## src/rtl/modulo_buffer_contagem_pkg.sv

```systemverilog
// Shared constants and types for the counter input buffer.
package pkg_contador;

    localparam int BUF_WIDTH = 8;
    localparam int BUF_DEPTH = 4;
    localparam int BUF_PTR_W = 2;

    typedef struct packed {
        logic                 empty;
        logic                 full;
        logic [BUF_PTR_W:0]   count;
    } fifo_status_t;

endpackage

```

## src/rtl/modulo_buffer_contagem_fifo_mem.sv

```systemverilog
// Register-file FIFO storage: synchronous write port, asynchronous read port.
module modulo_fifo_mem #(
    parameter int WIDTH = 8,
    parameter int DEPTH = 4,
    parameter int PTR_W = $clog2(DEPTH)
) (
    input  logic             clk,
    input  logic             wr_en,
    input  logic [PTR_W-1:0] wr_addr,
    input  logic [WIDTH-1:0] wr_data,
    input  logic [PTR_W-1:0] rd_addr,
    output logic [WIDTH-1:0] rd_data
);

    logic [WIDTH-1:0] mem [DEPTH];

    always_ff @(posedge clk) begin
        if (wr_en) mem[wr_addr] <= wr_data;
    end

    assign rd_data = mem[rd_addr];

endmodule

```

## src/rtl/modulo_buffer_contagem.sv

```systemverilog
// Input buffer feeding the counter FSM: FIFO plus holding register.
// Optional sticky overflow flag built when BUFFER_OVERFLOW_FLAG_EN is defined.
module modulo_buffer_contagem
    import pkg_contador::*;
#(
    parameter int WIDTH = BUF_WIDTH,
    parameter int DEPTH = BUF_DEPTH
) (
    input  logic             clk,
    input  logic             rst,
    input  logic             enable,
    input  logic             wr_en,
    input  logic [WIDTH-1:0] data_in,
    input  logic             Clear_Reg,
    output logic [WIDTH-1:0] data_out,
    output logic             Load_Reg,
    output logic             EmptyBuffer,
    output logic             Full,
    output logic             overflow
);

    localparam int PTR_W = $clog2(DEPTH);
    localparam int CNT_W = PTR_W + 1;
    localparam logic [CNT_W-1:0] FULL_CNT = CNT_W'(DEPTH);

    logic [PTR_W-1:0] rd_ptr;
    logic [PTR_W-1:0] wr_ptr;
    logic [CNT_W-1:0] count;
    logic [WIDTH-1:0] head;
    logic             push_ok;
    logic             refill;
    logic             mem_we;

    assign push_ok = wr_en && (count != FULL_CNT);
    // Holding register is free if empty or being consumed on this edge.
    assign refill  = (!Load_Reg || Clear_Reg) && (count != '0);
    assign mem_we  = !rst && enable && push_ok;

    modulo_fifo_mem #(
        .WIDTH (WIDTH),
        .DEPTH (DEPTH),
        .PTR_W (PTR_W)
    ) u_mem (
        .clk     (clk),
        .wr_en   (mem_we),
        .wr_addr (wr_ptr),
        .wr_data (data_in),
        .rd_addr (rd_ptr),
        .rd_data (head)
    );

    always_ff @(posedge clk) begin
        if (rst) begin
            rd_ptr   <= '0;
            wr_ptr   <= '0;
            count    <= '0;
            data_out <= '0;
            Load_Reg <= 1'b0;
        end else if (enable) begin
            if (push_ok) wr_ptr <= wr_ptr + PTR_W'(1);
            if (refill) begin
                rd_ptr   <= rd_ptr + PTR_W'(1);
                data_out <= head;
                Load_Reg <= 1'b1;
            end else if (Clear_Reg) begin
                data_out <= '0;
                Load_Reg <= 1'b0;
            end
            case ({push_ok, refill})
                2'b10:   count <= count + CNT_W'(1);
                2'b01:   count <= count - CNT_W'(1);
                default: count <= count;
            endcase
        end
    end

    assign EmptyBuffer = (count == '0);
    assign Full        = (count == FULL_CNT);

`ifdef BUFFER_OVERFLOW_FLAG_EN
    always_ff @(posedge clk) begin
        if (rst)
            overflow <= 1'b0;
        else if (enable && wr_en && (count == FULL_CNT))
            overflow <= 1'b1;
    end
`else
    assign overflow = 1'b0;
`endif

endmodule

```

## config.mk

```make
export PLATFORM = sky130hd
export DESIGN_NAME = modulo_buffer_contagem
export DESIGN_NICKNAME = d
export VERILOG_FILES = /design/src/rtl/modulo_buffer_contagem_pkg.sv /design/src/rtl/modulo_buffer_contagem_fifo_mem.sv /design/src/rtl/modulo_buffer_contagem.sv
export SDC_FILE = /design/constraint.sdc
export NUM_CORES = 1
export LEC_CHECK = 0
export CELL_PAD_IN_SITES_DETAIL_PLACEMENT = 1
export CELL_PAD_IN_SITES_GLOBAL_PLACEMENT = 1
export CORE_MARGIN = 2
export CORE_UTILIZATION = 27
export CTS_CLUSTER_SIZE = 25
export DETAILED_ROUTE_END_ITERATION = 12
export PLACE_DENSITY = 0.54
export SLEW_MARGIN = 10
export SYNTH_ARGS = -nofsm -noshare
export SYNTH_HDL_FRONTEND = slang
export SYNTH_SLANG_ARGS = --single-unit
```

## constraint.sdc

```tcl
create_clock -name clk -period 4.88 [get_ports clk]
set_clock_uncertainty 0.2 [all_clocks]
set_input_delay 0.732 -clock clk [delete_from_list [all_inputs] [get_ports clk]]
set_output_delay 0.732 -clock clk [all_outputs]
set_load 0.1 [all_outputs]
```

==> results_dict.tcl, run 1 <==
set metrics [dict create \
    hold-path-endpoint "data_out[4]$_SDFFE_PP0P_" \
    gp_congestion 0.735 \
    dp_hpwl_um 2990 \
    syn_area_sq_um 2060 \
    hp-class "flop to flop" \
    ys_warn_count 0 \
    initial_utilization 0.281 \
    rsz0062_at_grt "no" \
    die_y_um 91.3 \
    r2r-end "count[2]$_SDFFE_PP0P_" \
    holdPathStages 2 \
    crit_fanout 6 \
    synth_top_area_frac 0.467 \
    crit_arrival_ps 2350 \
    fmax_ghz 0.305 \
    fin_tns_setup_ps 0 \
    layout_min_cycle_time_ps 3280 \
    wirelength_um 3940 \
    cts_setup_buffers 0 \
    criticalPathCategory "flop to output pin" \
    crit_path_end_kind "output pin" \
    start_kind "flop" \
    dr_total_vias 1189 \
    syn_nets 163 \
    grt_pass1_wl_um 6380 \
    worstPathRequired_ps 3950 \
    yosys.area.top_type "edfxtp_1" \
    via_per_inst 4.42 \
    status "finished clean" \
    synth.most_common_cell "edfxtp_1" \
    avgRoutedWirePerCell_um 14.6 \
    drc 0 \
    worst-r2r-setup-slack_ps 2490 \
    synthArstFlopShare 0 \
    cts_made_buffers 5 \
    dieArea_sq_um 8340 \
    place_inst 261 \
    area_growth_pct 20.6 \
    drt_iter0_drc 67 \
    port_buffers 23 \
    max-slew-margin-rel 0.222 \
    finalHoldViolations 0 \
    fin_crit_sh 0.672 \
    holdCritStartpoint "data_out[4]$_SDFFE_PP0P_" \
    grt.overflow.total 0 \
    synth_edf_count 32 \
    antenna_left 0 \
    cts_max_level 2 \
    layout.nets 188 \
    die_x_um 91.3 \
    clock_insertion_delay_worst_skew_ps 300 \
    power_leakage_uw 0.000833 \
    firstDrtPassIters 4 \
    cts.path.max_buffers 2 \
    antennaDiodeCount 0 \
    yosysUniqueCellTypes 36 \
    final_core_util 0.339 \
    hold_buffers 0 \
    row_count 31 \
    synth-seq-cells 50 \
    cts_tree "done" \
    synth-main-ff-cell "edfxtp_1" \
    setup_viol 0 \
    core-area_sq_um 7330 \
    slew_viol_final 0 \
    drive_gt1_frac 0.141 \
    worst_r2r_path_depth 8 \
    cts_root_buffer "clkbuf_8" \
    synthTopCellsByArea "edfxtp_1 (47%), dfxtp_1 (17%), mux4_2 (8.7%), inv_1 (4.0%), o32ai_1 (3.4%)" \
    power_density_nw_per_um2 511 \
    grt_max_degree 26 \
    yosys-top-cells-count "edfxtp_1 (32), inv_1 (22), dfxtp_1 (18)" \
    worst_slew_pin_slew_ps 1160 \
    post_cts_resized 0 \
    fillers 777 \
    finalPower_uw 1270 \
    num_io_pins 25 \
    ir_drop_v 0.000135 \
    instances_no_fill 269 \
    antenna_found_initial 0 \
    grt_pass1_vias 1270 \
    clock-sinks 50 \
    timing.rr.start "count[0]$_SDFFE_PP0P_" \
    seq_area_frac_synth 0.642 \
    clk_pin_slew_worst_paths_ps 100 \
    synthesis.instances 144 \
    maxCapViolCount 0 \
    grtUsageTotal 0.0995 \
    avgSynthCellArea_sq_um 14.3 \
]
-- metrics by stage --
stage          cell area, sq um  hold slack (ps)  setup WS (ps)
2_1_floorplan              2060              265           2320
3_3_place_gp               2390              264           1780
3_5_place_dp               2390              269           1680
4_1_cts                    2480              283           1580
5_1_grt                    2480              309           1530
6_report                   2480              278           1600
-- worst max path at each step --
stage / from / to / cells after the start
floorplan: Load_Reg$_SDFFE_PP0P_ / count[2]$_SDFFE_PP0P_ / 8
global placement: enable / u_mem.mem[0][7]$_DFFE_PP_ / 3
detailed placement: enable / u_mem.mem[1][0]$_DFFE_PP_ / 3
CTS: count[0]$_SDFFE_PP0P_ / EmptyBuffer / 3
global route: count[0]$_SDFFE_PP0P_ / EmptyBuffer / 3
finish: count[0]$_SDFFE_PP0P_ / EmptyBuffer / 3
-- placed cells by master (no fill, tap or decap), types with 2 or more instances in the layout --
cell type / n
clkbuf_8: 5
nor2_1: 7
o32ai_1: 8
ha_1: 5
nand2b_1: 4
mux4_2: 8
nor3b_1: 4
nand2_1: 2
mux2_2: 2
clkinv_4: 2
clkdlybuf4s50_1: 23
nor2b_1: 3
inv_1: 22
edfxtp_1: 32
inv_2: 2
a21oi_1: 3
dfxtp_1: 18
-- registers in the layout (all words and copies together) (netlist names), named ones only --
signal	count
Load_Reg	1
count	3
data_out	8
rd_ptr	2
u_mem.mem	32
wr_ptr	2
-- report_power, final --
group / switching, uW / internal (uW) / total, uW
registers: 43.7 / 492 / 535
logic: 320 / 158 / 478
clock network: 149 / 106 / 255
total: 513 / 756 / 1270
-- cells by family (layout without fill, tap and decap cells) --
kind of cell | after synthesis | after routing | share of synthesized area
DFF | 50 | 50 | 0.642
buffers and inverters | 30 | 56 | 0.0608
and+or+nand+nor | 28 | 28 | 0.0826
AOI/OAI and AO/OA | 16 | 16 | 0.0614
muxes | 11 | 11 | 0.103
adders and majority gates | 6 | 6 | 0.0401
xor gates and xnor gates | 2 | 2 | 0.00851
other | 1 | 1 | 0.00182
-- worst max-delay path: stages, from the launching register on --
cell and delay [ps]:
dfxtp_1 360, or3_4 420, inv_2 120, clkdlybuf4s50_1 1140
-- metal layers --
layer / track usage / routed length (um) / vias to the layer above
met5: 0 / 0 / -
met4: 0.0404 / 57 / 0
met3: 0.0290 / 136 / 5
met2: 0.156 / 1850 / 22
met1: 0.129 / 1900 / 593
li1: - / - / 569
-- final cells by class --
cell class,count,area [sq um],area share
timing repair buffer,24,238,0.0957
multi-input combinational,64,613,0.247
tap,99,124,0.0499
sequential,50,1320,0.532
clock inverter,3,28.8,0.0116
inverter,24,90.1,0.0363
clock buffer,5,68.8,0.0277
(Power assumes the default switching activity.)
==> run 2: changes to the inputs <==
==> constraint.sdc (replaced) <==
create_clock -name clk -period 3.1 [get_ports clk]
set_clock_uncertainty 0.2 [all_clocks]
set_input_delay 0.465 -clock clk [delete_from_list [all_inputs] [get_ports clk]]
set_output_delay 0.465 -clock clk [all_outputs]
set_load 0.1 [all_outputs]
==> run 2 against run 1 <==
Combinational power up 56%; power increased by 62%; via count down 0.42%; highest routed layer unchanged; clock power grew 82%; register-to-register slack got worse by 1800 ps; sequential power grew 58%; wire length grew 1.9%.
==> results_dict.tcl, run 2 (synthesis results as in run 1) <==
set metrics [dict create \
    holdCritStartpoint "data_out[5]$_SDFFE_PP0P_" \
    layout_min_cycle_time_ps 2430 \
    antenna_found_initial 0 \
    crit_path_end_kind "flop" \
    wirelength_um 4010 \
    largest_reg_flops 32 \
    final_common_cell "edfxtp_1" \
    port_buffers 23 \
    cts_made_buffers 5 \
    layout.nets 192 \
    grt_pass1_wl_um 6470 \
    worst_slew_pin_slew_ps 594 \
    criticalPathCategory "primary input to flop" \
    max-slew-margin-rel 0.602 \
    gp_congestion 0.733 \
    setup_viol 0 \
    hp-class "flop to flop" \
    timing.rr.start "count[0]$_SDFFE_PP0P_" \
    drt_iter0_drc 45 \
    power_leakage_uw 0.000881 \
    die_y_um 91.3 \
    initial_utilization 0.281 \
    crit_chain "clkdlybuf4s50_1 -> nor2b_1 -> nor2_1 -> ha_1 -> inv_1 -> fa_1 -> xor2_1 -> or3_1 -> a21oi_1" \
    grt.overflow.total 0 \
    worst-r2r-setup-slack_ps 690 \
    cts_max_level 2 \
    worstPathRequired_ps 3130 \
    fin_crit_sh 0.782 \
    slowest_delay_ps 500 \
    drc 0 \
    drive_gt1_frac 0.218 \
    rsz0062_at_grt "no" \
    firstDrtPassIters 4 \
    dp_hpwl_um 2890 \
    dieArea_sq_um 8340 \
    grt_max_degree 17 \
    dpl_cell_area_sq_um 2390 \
    grtUsageTotal 0.102 \
    crit_arrival_ps 2460 \
    num_io_pins 25 \
    hold-path-endpoint "data_out[5]$_SDFFE_PP0P_" \
    hold_buffers 0 \
    fin_tns_setup_ps 0 \
    layout_common_cells "edfxtp_1 (32), inv_1 (22), dfxtp_1 (18)" \
    fmax_ghz 0.412 \
    clk_pin_slew_worst_paths_ps 100 \
    cts.path.max_buffers 2 \
    status "finished clean" \
    top_register "u_mem.mem" \
    grt_pass1_vias 1263 \
    antennaDiodeCount 0 \
    cts_tree "done" \
    power_density_nw_per_um2 821 \
    post_cts_resized 0 \
    final_cell_area_sq_um 2500 \
    holdPathStages 2 \
    crit_fanout 4 \
    avgRoutedWirePerCell_um 14.7 \
    clock-sinks 50 \
    antenna_left 0 \
    dr_total_vias 1184 \
    cts_setup_buffers 0 \
    top_regs "u_mem.mem: 32 flops, data_out: 8 flops, count: 3 flops" \
    r2r-end "count[2]$_SDFFE_PP0P_" \
    core-area_sq_um 7330 \
    via_per_inst 4.34 \
    row_count 31 \
    cp_slowest_cell "clkdlybuf4s50_1" \
    finalHoldViolations 0 \
    worst_r2r_path_depth 8 \
    area_growth_pct 21.4 \
    clock_insertion_delay_worst_skew_ps 300 \
    start_kind "primary input" \
    slew_viol_final 0 \
    ir_drop_v 0.000250 \
    final_core_util 0.341 \
    die_x_um 91.3 \
    cts_root_buffer "clkbuf_8" \
    maxCapViolCount 0 \
]
[run 2: cell count changes in the layout (fill, tap and decap cells not counted), sizes merged]
| cell | change |
|---|---|
| buf | +15 |
| clkdlybuf4s50 | -11 |
| bufinv | +1 |
| clkinv | -1 |
[run 2: routing by layer]
metal,vias to the layer above,share of wire,track usage
met5,-,0,0
met2,28,0.52,0.178
li1,574,-,-
met3,4,0.048,0.0307
met1,578,0.42,0.119
met4,0,0.012,0.0303
[run 2: critical path, delay by kind of cell]
kind / cells / cell delay (ps)
compound gates: 1 / 140
fa+ha+maj: 2 / 570
xor+xnor: 1 / 170
simple gates: 3 / 550
buf+inv: 2 / 560
[run 2: metrics by stage]
step / setup slack [ps] / hold slack, ps / instances / total power [uW]
2_1_floorplan: 541 / 265 / 144 / 1450
3_3_place_gp: 496 / 268 / 265 / 1590
3_5_place_dp: 409 / 265 / 265 / 1610
4_1_cts: 659 / 280 / 273 / 2070
5_1_grt: 543 / 301 / 273 / 2150
6_report: 674 / 278 / 273 / 2050
[run 2: worst max path at each step]
stage | start | to | slack (ps) | cells after the start
2_1_floorplan | Load_Reg$_SDFFE_PP0P_ | count[2]$_SDFFE_PP0P_ | 540 | 8
3_3_place_gp | Clear_Reg | count[2]$_SDFFE_PP0P_ | 500 | 9
3_5_place_dp | Clear_Reg | count[2]$_SDFFE_PP0P_ | 410 | 9
4_1_cts | count[0]$_SDFFE_PP0P_ | count[2]$_SDFFE_PP0P_ | 660 | 8
5_1_grt | count[0]$_SDFFE_PP0P_ | count[2]$_SDFFE_PP0P_ | 540 | 8
6_report | Clear_Reg | count[2]$_SDFFE_PP0P_ | 670 | 9
[run 2: power breakdown]
| part | switching [uW] | internal (uW) |
|---|---|---|
| clock network | 222 | 241 |
| logic | 507 | 237 |
| registers | 72.0 | 774 |
[run 2: area by class of cell]
cell class                      count  area (sq um)
Inverter                           24          90.1
Clock buffer                        5          68.8
Multi-Input combinational cell     64           613
Timing Repair Buffer               28           240
Clock inverter                      3          42.5
Sequential cell                    50          1320
Fill cell                         793          4830
Tap cell                           99           124
